==> config.mk <==
export PLATFORM = sky130hd
export DESIGN_NAME = debug_instruction_loader
export DESIGN_NICKNAME = d
export VERILOG_FILES = /design/src/rtl/debug_instruction_loader_pkg.sv /design/src/rtl/debug_instruction_loader_byte_word_assembler.sv /design/src/rtl/debug_instruction_loader.sv
export SDC_FILE = /design/constraint.sdc
export NUM_CORES = 1
export LEC_CHECK = 0
export BUFFER_PORTS_ARGS = -buffer_cell sky130_fd_sc_hd__buf_4
export CORE_ASPECT_RATIO = 0.75
export CORE_MARGIN = 2
export CORE_UTILIZATION = 50
export DETAILED_ROUTE_END_ITERATION = 7
export GPL_TIMING_DRIVEN = 0
export PLACE_DENSITY = 0.84
export SYNTH_ARGS = -nofsm -noshare
export SYNTH_HDL_FRONTEND = slang
export SYNTH_HIERARCHICAL = 1
export SYNTH_SLANG_ARGS = --single-unit
==> constraint.sdc <==
create_clock -name i_clk -period 3 [get_ports i_clk]
set_input_delay 0.6 -clock i_clk [delete_from_list [all_inputs] [get_ports i_clk]]
set_output_delay 0.6 -clock i_clk [all_outputs]
set_load 0.01 [all_outputs]
==> src/rtl/debug_instruction_loader_pkg.sv <==
// Shared definitions for the debug instruction loader: FSM encoding, command bytes
// and the halt word.
package debug_instruction_loader_pkg;

  typedef enum logic [2:0] {
    StIdle = 3'd0,
    StLoad = 3'd1,
    StRun  = 3'd2,
    StStep = 3'd3,
    StDone = 3'd4
  } state_e;

  localparam logic [7:0] CMD_LOAD = 8'h4C;  // 'L'
  localparam logic [7:0] CMD_CONT = 8'h43;  // 'C'
  localparam logic [7:0] CMD_STEP = 8'h53;  // 'S'
  localparam logic [7:0] CMD_NEXT = 8'h4E;  // 'N'
  localparam logic [7:0] CMD_QUIT = 8'h51;  // 'Q'

  localparam logic [31:0] HALT_INST_DEFAULT = 32'hFFFF_FFFF;

endpackage

==> src/rtl/debug_instruction_loader_byte_word_assembler.sv <==
// Shifts received bytes MSB-first into a word; flags the cycle the last byte arrives,
// presenting the completed word combinationally in that same cycle.
module debug_instruction_loader_byte_word_assembler #(
  parameter int unsigned SizeInst = 32,
  parameter int unsigned SizeByte = 8
) (
  input  logic                clk_i,
  input  logic                rst_ni,
  input  logic                clear_i,
  input  logic                valid_i,
  input  logic [SizeByte-1:0] rx_byte_i,
  output logic [SizeInst-1:0] word_o,
  output logic                word_done_o
);

  logic [SizeInst-1:0] word_q;
  logic [1:0]          cnt_q;

  assign word_o      = {word_q[SizeInst-SizeByte-1:0], rx_byte_i};
  assign word_done_o = valid_i && (cnt_q == 2'd3);

  always_ff @(posedge clk_i or negedge rst_ni) begin
    if (!rst_ni) begin
      word_q <= '0;
      cnt_q  <= '0;
    end else if (clear_i) begin
      word_q <= '0;
      cnt_q  <= '0;
    end else if (valid_i) begin
      word_q <= word_o;
      cnt_q  <= cnt_q + 2'd1;
    end
  end

endmodule

==> src/rtl/debug_instruction_loader.sv <==
// Debug front end for the IF stage: loads a program from UART bytes into program memory,
// then sequences continuous or single-step execution until the pipeline halts.
module debug_instruction_loader
  import debug_instruction_loader_pkg::*;
#(
  parameter int unsigned          SIZE_INST = 32,
  parameter int unsigned          SIZE_BYTE = 8,
  parameter int unsigned          MEM_DEPTH = 64,
  parameter int unsigned          SIZE_ADDR = 32,
  parameter logic [SIZE_INST-1:0] HALT_INST = HALT_INST_DEFAULT
) (
  input  logic                 i_clk,
  input  logic                 i_reset,
  input  logic [SIZE_BYTE-1:0] i_rx_data,
  input  logic                 i_rx_done,
  input  logic                 i_flag_halt,
  output logic [SIZE_INST-1:0] o_instruction_debug,
  output logic                 o_flag_instruction_debug,
  output logic [SIZE_ADDR-1:0] o_inst_addr,
  output logic                 o_flag_start_pc,
  output logic                 o_enable,
  output logic                 o_load_done,
  output logic                 o_overflow,
  output logic [2:0]           o_state
);

  // One extra bit so an index equal to MEM_DEPTH is representable.
  localparam int unsigned IdxW = $clog2(MEM_DEPTH) + 1;

  state_e          state_q, state_d;
  logic [IdxW-1:0] idx_q, idx_d, idx_inc;
  logic            load_done_q, load_done_d;
  logic            overflow_q, overflow_d;
  logic            step_pulse_q, step_pulse_d;

  logic                 asm_clear, asm_valid, word_done, wr;
  logic [SIZE_INST-1:0] word;

  assign asm_valid = (state_q == StLoad) && i_rx_done;
  assign wr        = word_done && (idx_q < IdxW'(MEM_DEPTH));
  assign idx_inc   = idx_q + 1'b1;

  debug_instruction_loader_byte_word_assembler #(
    .SizeInst(SIZE_INST),
    .SizeByte(SIZE_BYTE)
  ) u_assembler (
    .clk_i      (i_clk),
    .rst_ni     (i_reset),
    .clear_i    (asm_clear),
    .valid_i    (asm_valid),
    .rx_byte_i  (i_rx_data),
    .word_o     (word),
    .word_done_o(word_done)
  );

  always_ff @(posedge i_clk or negedge i_reset) begin
    if (!i_reset) begin
      state_q      <= StIdle;
      idx_q        <= '0;
      load_done_q  <= 1'b0;
      overflow_q   <= 1'b0;
      step_pulse_q <= 1'b0;
    end else begin
      state_q      <= state_d;
      idx_q        <= idx_d;
      load_done_q  <= load_done_d;
      overflow_q   <= overflow_d;
      step_pulse_q <= step_pulse_d;
    end
  end

  always_comb begin
    state_d      = state_q;
    idx_d        = idx_q;
    load_done_d  = load_done_q;
    overflow_d   = overflow_q;
    step_pulse_d = 1'b0;
    asm_clear    = 1'b0;
    unique case (state_q)
      StIdle: begin
        if (i_rx_done) begin
          if (i_rx_data == CMD_LOAD) begin
            idx_d       = '0;
            load_done_d = 1'b0;
            overflow_d  = 1'b0;
            asm_clear   = 1'b1;
            state_d     = StLoad;
          end else if (i_rx_data == CMD_CONT && load_done_q) begin
            state_d = StRun;
          end else if (i_rx_data == CMD_STEP && load_done_q) begin
            state_d = StStep;
          end
        end
      end
      StLoad: begin
        if (wr) begin
          idx_d = idx_inc;
          if (word == HALT_INST) begin
            load_done_d = 1'b1;
            state_d     = StIdle;
          end else if (idx_inc == IdxW'(MEM_DEPTH)) begin
            overflow_d = 1'b1;
            state_d    = StIdle;
          end
        end
      end
      StRun: begin
        if (i_flag_halt) state_d = StDone;
      end
      StStep: begin
        // Halt takes priority over a coincident step request.
        if (i_flag_halt) begin
          state_d = StDone;
        end else if (i_rx_done) begin
          if (i_rx_data == CMD_NEXT) step_pulse_d = 1'b1;
          else if (i_rx_data == CMD_QUIT) state_d = StIdle;
        end
      end
      StDone: begin
        if (i_rx_done) state_d = StIdle;
      end
      default: state_d = StIdle;
    endcase
  end

  always_comb begin
    o_flag_instruction_debug = wr;
    o_instruction_debug      = wr ? word : '0;
    o_inst_addr              = SIZE_ADDR'({idx_q, 2'b00});
    o_flag_start_pc          = (state_q == StRun) || (state_q == StStep);
    o_enable                 = (state_q == StRun) || ((state_q == StStep) && step_pulse_q);
    o_load_done              = load_done_q;
    o_overflow               = overflow_q;
    o_state                  = state_q;
  end

endmodule

# Word level (Yosys, flattened, before mapping)
# Index checks and enable logic that the tools add are counted.
[word_totals] ff_bits=39 input_bits=12 wordCells=89
[op_classes] n_addsub=2 order_cmp=1 n_eq_ne=25 mux=39 n_reduce_logical=15
[ops] cell="$mux W24" count=2
[ops] cell="$eq A8 B7 Y1 const B" count=5
[ops] cell="$mux W3" count=13
[ops] cell="$eq A32 B32 Y1 const B" count=1
[ops] cell="$mux W32" count=1
[ops] cell="$mux W7" count=3
[ops] cell="$pmux W3 S5" count=1
[ops] cell="$mux W1" count=14
[ops] cell="$pmux W7 S2" count=1
[ops] cell="$ne A2 B2 Y1 const B" count=6
[ops] cell="$ne A3 B3 Y1 const B" count=3
[ops] cell="$reduce_and A9 Y1" count=1
[ops] cell="$add A7 B1 Y7 const B" count=1
[ops] cell="$eq A7 B7 Y1 const B" count=1
[ops] cell="$lt A7 B7 Y1 const B" count=1
[ops] cell="$eq A3 B2 Y1 const B" count=2
[ops] cell="$logic_and A1 B1 Y1" count=6
[ops] cell="$reduce_and A6 Y1" count=1
[ops] cell="$reduce_and A5 Y1" count=1
[ops] cell="$mux W2" count=2
[ops] cell="$ne A2 B1 Y1 const B" count=2
[ops] cell="$ne A4 B4 Y1 const B" count=1
[ops] cell="$pmux W1 S2" count=2
[ops] cell="$reduce_and A4 Y1" count=1
[ops] cell="other kinds (8)" count=10

# Logic depth before layout (Yosys ltp)
[logic_depth] ltp_word=7 depth_mapped=11 depth_no_buf=8

# Hierarchy
# The synthesis kept the hierarchy.
[modules_own_cells] mod="debug_instruction_loader" n_inst=1 cells_each=161 area_each_um2=1308.8 seq_area_each_um2=325.3
[modules_own_cells] mod="debug_instruction_loader_byte_word_assembler" n_inst=1 cells_each=94 area_each_um2=1153.6 seq_area_each_um2=650.6

# Worst setup path after synthesis
# No wires, ideal clock.
[synth_path] kind="register to output" from="register state_q[1], in the netlist o_state[1]" to="output o_instruction_debug[0]" t_arrival_ns=2.093 required_time_ns=2.400 setup_slack_ns=0.307 path_stages_with_launch=9 path_buffers=3 cell_sequence="dfrtp_1 nor3b_2 and2_1 buf_6 buf_12 and2_1 nor2b_1 clkbuf_1 and2_1"
[synth_via] elab_chain_cells=5
[synth_lines] item="start: declaration" line_no="debug_instruction_loader.sv:30" rtl="state_e state_q, state_d;"
[synth_lines] item="start signal: assignment" line_no="debug_instruction_loader.sv:58" rtl="state_q <= StIdle;"
[synth_lines] item="start signal: assignment" line_no="debug_instruction_loader.sv:64" rtl="state_q <= state_d;"
[synth_lines] item="$eq A3 B1 Y1" line_no="debug_instruction_loader.sv:39" rtl="assign asm_valid = (state_q == StLoad) && i_rx_done;"
[synth_lines] item="$logic_and A1 B1 Y1" line_no="debug_instruction_loader.sv:39"
[synth_lines] item="net asm_valid" line_no="debug_instruction_loader.sv:36" rtl="logic asm_clear, asm_valid, word_done, wr;"
[synth_lines] item="$logic_and A1 B1 Y1" line_no="debug_instruction_loader_byte_word_assembler.sv:20" rtl="assign word_done_o = valid_i && (cnt_q == 2'd3);"
[synth_lines] item="net word_done" line_no="debug_instruction_loader.sv:36"
[synth_lines] item="$logic_and A1 B1 Y1" line_no="debug_instruction_loader.sv:40" rtl="assign wr = word_done && (idx_q < IdxW'(MEM_DEPTH));"
[synth_lines] item="net o_flag_instruction_debug" line_no="debug_instruction_loader.sv:18" rtl="output logic o_flag_instruction_debug,"
[synth_lines] item="$mux W32" line_no="debug_instruction_loader.sv:128" rtl="o_instruction_debug = wr ? word : '0;"
[synth_lines] item="end: declaration" line_no="debug_instruction_loader.sv:17" rtl="output logic [SIZE_INST-1:0] o_instruction_debug,"
# The timed path passes the listed nets, and every way through them passes these cells.

# Worst setup path after layout
[layout_path] from="register state_q[2], in the netlist o_state[2]" to="output o_instruction_debug[1]"
[layout_via] elab_chain_cells=5
[layout_lines] item="$eq A3 B1 Y1" line_no="debug_instruction_loader.sv:39"
[layout_lines] item="$logic_and A1 B1 Y1" line_no="debug_instruction_loader.sv:39"
[layout_lines] item="net asm_valid" line_no="debug_instruction_loader.sv:36"
[layout_lines] item="$logic_and A1 B1 Y1" line_no="debug_instruction_loader_byte_word_assembler.sv:20"
[layout_lines] item="net word_done" line_no="debug_instruction_loader.sv:36"
[layout_lines] item="$logic_and A1 B1 Y1" line_no="debug_instruction_loader.sv:40"
[layout_lines] item="$mux W32" line_no="debug_instruction_loader.sv:128"
# The timed path passes the listed nets, and every way through them passes these cells.

==> summary.txt <==
STA
--------------------------------------------------------------------------------------------------------
Transition time at the pin with the least slew margin .....................................     0.650 ns
Final number of setup-violating endpoints .................................................            0
F_max .....................................................................................      344 MHz
Pins over their slew limit ................................................................            0
Setup repair after global routing missed its margin .......................................          yes
Post-layout minimum cycle time ............................................................      2.91 ns
Post-route clock skew .....................................................................    0.0129 ns
Hold WS ...................................................................................     0.258 ns
Post-route clock period utilization .......................................................        97.0%
Final count of hold timing violations .....................................................            0
Worst rel slew slack ......................................................................        56.2%

WORST SETUP PATH
--------------------------------------------------------------------------------------------------------
Crit path capture type ....................................................................   output pin
Type of the worst setup path ..............................................................      reg2out
Largest delay contributor family on the critical path ..................................... simple AND/OR/NAND/NOR gates
Category of the worst setup path launch point .............................................    flip-flop
Worst EP required .........................................................................      2.40 ns
Worst-path cell with the longest stage delay .............................................. sky130_fd_sc_hd__dfrtp_2
Register-to-register setup slack ..........................................................      0.24 ns
Most common cell on crit path ............................................................. sky130_fd_sc_hd__and2_1
Largest stage delay on the critical path ..................................................      0.46 ns
Worst-path fanout max .....................................................................           10
Ordered cell list for the critical path ................................................... nor3b_2 -> and2_1 -> buf_6 -> buf_12 -> and2_1 -> nor2b_4 -> buf_4 -> and2_1 -> buf_4
Data arrival at the endpoint of the critical path .........................................      2.31 ns
Number of buffers and inverters on the critical path ......................................            4

PLACEMENT
--------------------------------------------------------------------------------------------------------
Number of placed instances with taps included .............................................          397
Placed wire-length estimate after detailed placement ......................................      4.41 mm
Global placement routability congestion ...................................................        0.903
DP Area ...................................................................................   3060 sq um
Port Buffers ..............................................................................           58

SYNTH
--------------------------------------------------------------------------------------------------------
Synth Warn # ..............................................................................            6
Cell types with the largest area share after synthesis .................................... sky130_fd_sc_hd__dfrtp_1 (40%), sky130_fd_sc_hd__mux2i_1 (11%), sky130_fd_sc_hd__buf_4 (10%), sky130_fd_sc_hd__and2_1 (8.9%), sky130_fd_sc_hd__nor2_1 (4.4%)
EDFF count, synth .........................................................................            0
Proportion of synthesized chip area in sequential cells ...................................        39.6%
Dominant register cell in the synthesized netlist ......................................... sky130_fd_sc_hd__dfrtp_1
Mean cell area of the mapped netlist ......................................................   9.66 sq um
Post-synth design cell area ...............................................................   2460 sq um
Async set-or-reset flop fraction in the synthesized netlist ...............................         100%
Leading cell type by number of instances after synthesis .................................. sky130_fd_sc_hd__dfrtp_1
Synthesized instance count ................................................................          255
Register bit count reported by yosys ......................................................           39
Distinct cells, synth .....................................................................           49
Synth top area share ......................................................................        39.6%
Synth top cells by count .................................................................. sky130_fd_sc_hd__dfrtp_1 (39), sky130_fd_sc_hd__and2_1 (35), sky130_fd_sc_hd__buf_4 (33), sky130_fd_sc_hd__nor2_1 (29), sky130_fd_sc_hd__mux2i_1 (26)
Cell type contributing the most total cell area after synthesis ........................... sky130_fd_sc_hd__dfrtp_1

DIE
--------------------------------------------------------------------------------------------------------
CORE AREA .................................................................................   4820 sq um
Die Y-Extent .............................................................................. 64.8 microns
Die boundary width ........................................................................ 85.0 microns
Total die area ............................................................................   5510 sq um
Number of placement rows ..................................................................           22
Starting density of the core ..............................................................        51.1%
Number of I/O pins ........................................................................           84

DETAILED ROUTING
--------------------------------------------------------------------------------------------------------
DRC marker count from the first detailed-route iteration ..................................          127
DRT Pass-1 Iters ..........................................................................            4
Final Routed Wirelength ...................................................................      5.89 mm
Average routed wire per standard cell ..................................................... 14.4 microns
Number of nets still failing antenna checks after routing .................................            0
Vias per std cell .........................................................................         5.18
Routed via count ..........................................................................         2114
Post-route DRC violation count ............................................................            0

GLOBAL ROUTING
--------------------------------------------------------------------------------------------------------
Met1 Track Usage GR .......................................................................        30.7%
Met3 Track Usage GR .......................................................................        3.69%
Total global routing track utilization ....................................................        22.4%
Most heavily used metal layer in global routing ...........................................         met2
Pin count of the biggest net entering global routing ......................................           40
Overall overflow remaining after global route .............................................            0
Met2 track utilization from global routing ................................................        35.4%
Number of global-route vias before repair .................................................         1962
Antenna violations before repair ..........................................................            0
First-pass GRT wire length ................................................................      9.67 mm

POWER AND IR DROP
--------------------------------------------------------------------------------------------------------
IR drop worst, VDD ........................................................................       398 uV
Pwr Density ...............................................................................  527 nW/um^2
Lkg Pwr ...................................................................................      1.62 nW

CTS
--------------------------------------------------------------------------------------------------------
Clk buf depth .............................................................................            2
Clock latency of the later-clocked register in the worst-skew pair ........................      0.31 ns
Number of buffers inserted by hold repair at cts ..........................................            0
Post-CTS clock slew at the launch and capture registers of the worst setup and hold paths .      0.09 ns
H-Tree Depth ..............................................................................            2
CTS tree ..................................................................................          yes
Buffer cell driving the clock tree root ................................................... sky130_fd_sc_hd__clkbuf_8
# clock sinks .............................................................................           39
Total CTS buffers .........................................................................            5

LAYOUT
--------------------------------------------------------------------------------------------------------
Ratio of cells with drive above 1 in the final layout .....................................        35.1%
Area grow syn2layout ......................................................................        29.7%
Antenna Diode Count .......................................................................            0
Finished Layout Cells .....................................................................          408
Final cell area excluding filler cells ....................................................   3190 sq um
Final net count ...........................................................................          361
Fill cell count ...........................................................................          418
Final core utilization ....................................................................        66.3%

OUTCOME
--------------------------------------------------------------------------------------------------------
Outcome ...................................................................................    completed

HOLD PATH
--------------------------------------------------------------------------------------------------------
Worst min-delay path category .............................................................     in2async

RUN
--------------------------------------------------------------------------------------------------------
Count of max-cap constraint violations ....................................................            0

## cell type report
type                       count  area [sq um]  area share (%)
timing repair buffer          61           458            14.3
sequential                    39           980            30.7
buffer                        43           339            10.6
multi-input combinational    194          1240            39.0
inverter                       3          11.3           0.353
tap                           60          75.1            2.35
clock buffer                   6          72.6            2.27
clock inverter                 2          12.5           0.392
## cell families (layout without fill, tap and decap cells)
logic type      count (synthesis)  count (layout)  synth area share, %
compound gates                 30              30                 8.49
simple gates                  109             109                 25.6
other cells                     1              25                0.152
fa+ha+maj                       2               2                 1.02
flops                          39              39                 39.6
xor+xnor                        1               1                0.356
mux                            27              27                 11.0
buf+inv                        46             115                 13.8
## through the flow
stage	TNS, ns	worst slack (ns)	power, mW
2_1_floorplan	0	0.307	1.05
5_1_grt	-0.209	-0.0260	1.79
3_3_place_gp	-3.29	-0.165	1.29
4_1_cts	0	0.00550	1.67
3_5_place_dp	-5.86	-0.235	1.31
6_report	0	0.0910	1.68
## final timing paths
| kind | end | startpoint | cells past startpoint |
|---|---|---|---|
| setup / recovery | o_instruction_debug[1] | o_state[2] | 9 |
| hold / removal | u_assembler/word_q[2] | i_reset | 1 |
| setup reg to reg | idx_q[2] | o_state[2] | 11 |
| hold reg to reg | u_assembler/word_q[22] | u_assembler/word_q[22] | 2 |
| max in group asynchronous | o_state[0] | i_reset | 1 |
| min in group i_clk | u_assembler/word_q[22] | u_assembler/word_q[22] | 2 |
## timing repair
item | 4_1_cts | 5_1_grt
endpoints found under the setup margin | 39 | 30
setup buffers | 1 | 2
gates cloned | 0 | 0
gates resized for setup | 6 | 10
pin swaps | 1 | 0
## sequential cells by signal (all words and copies together) (netlist names)
| name | count |
|---|---|
| step_pulse_q | 1 |
| u_assembler/word_q | 24 |
| o_overflow | 1 |
| o_state | 3 |
| idx_q | 7 |
| o_load_done | 1 |
| u_assembler/cnt_q | 2 |
## where the power goes
group | switching (mW) | total (mW) | internal (mW)
logic | 0.288 | 0.596 | 0.308
clock network | 0.194 | 0.357 | 0.163
registers | 0.113 | 0.729 | 0.616
total | 0.595 | 1.68 | 1.09
## metal layers
layer	part of all wire [%]	vias to the layer above
met3	6.2	11
met5	0	-
li1	-	1002
met4	1.9	0
met2	46	76
met1	46	1025
## cells in the final DEF (no fill, tap or decap), types with 3 or more instances in the layout
cell type,count
sky130_fd_sc_hd__dfrtp_2,3
sky130_fd_sc_hd__a31oi_1,4
sky130_fd_sc_hd__conb_1,25
sky130_fd_sc_hd__nor2_1,29
sky130_fd_sc_hd__mux2i_1,26
sky130_fd_sc_hd__nand4_1,10
sky130_fd_sc_hd__a21oi_1,3
sky130_fd_sc_hd__o21a_1,3
sky130_fd_sc_hd__inv_1,3
sky130_fd_sc_hd__clkbuf_1,3
sky130_fd_sc_hd__and2_1,35
sky130_fd_sc_hd__clkbuf_8,5
sky130_fd_sc_hd__o21ai_0,9
sky130_fd_sc_hd__dfrtp_1,36
sky130_fd_sc_hd__nand2_1,7
sky130_fd_sc_hd__buf_4,97
Note: power is estimated with default switching activity, not from simulation.
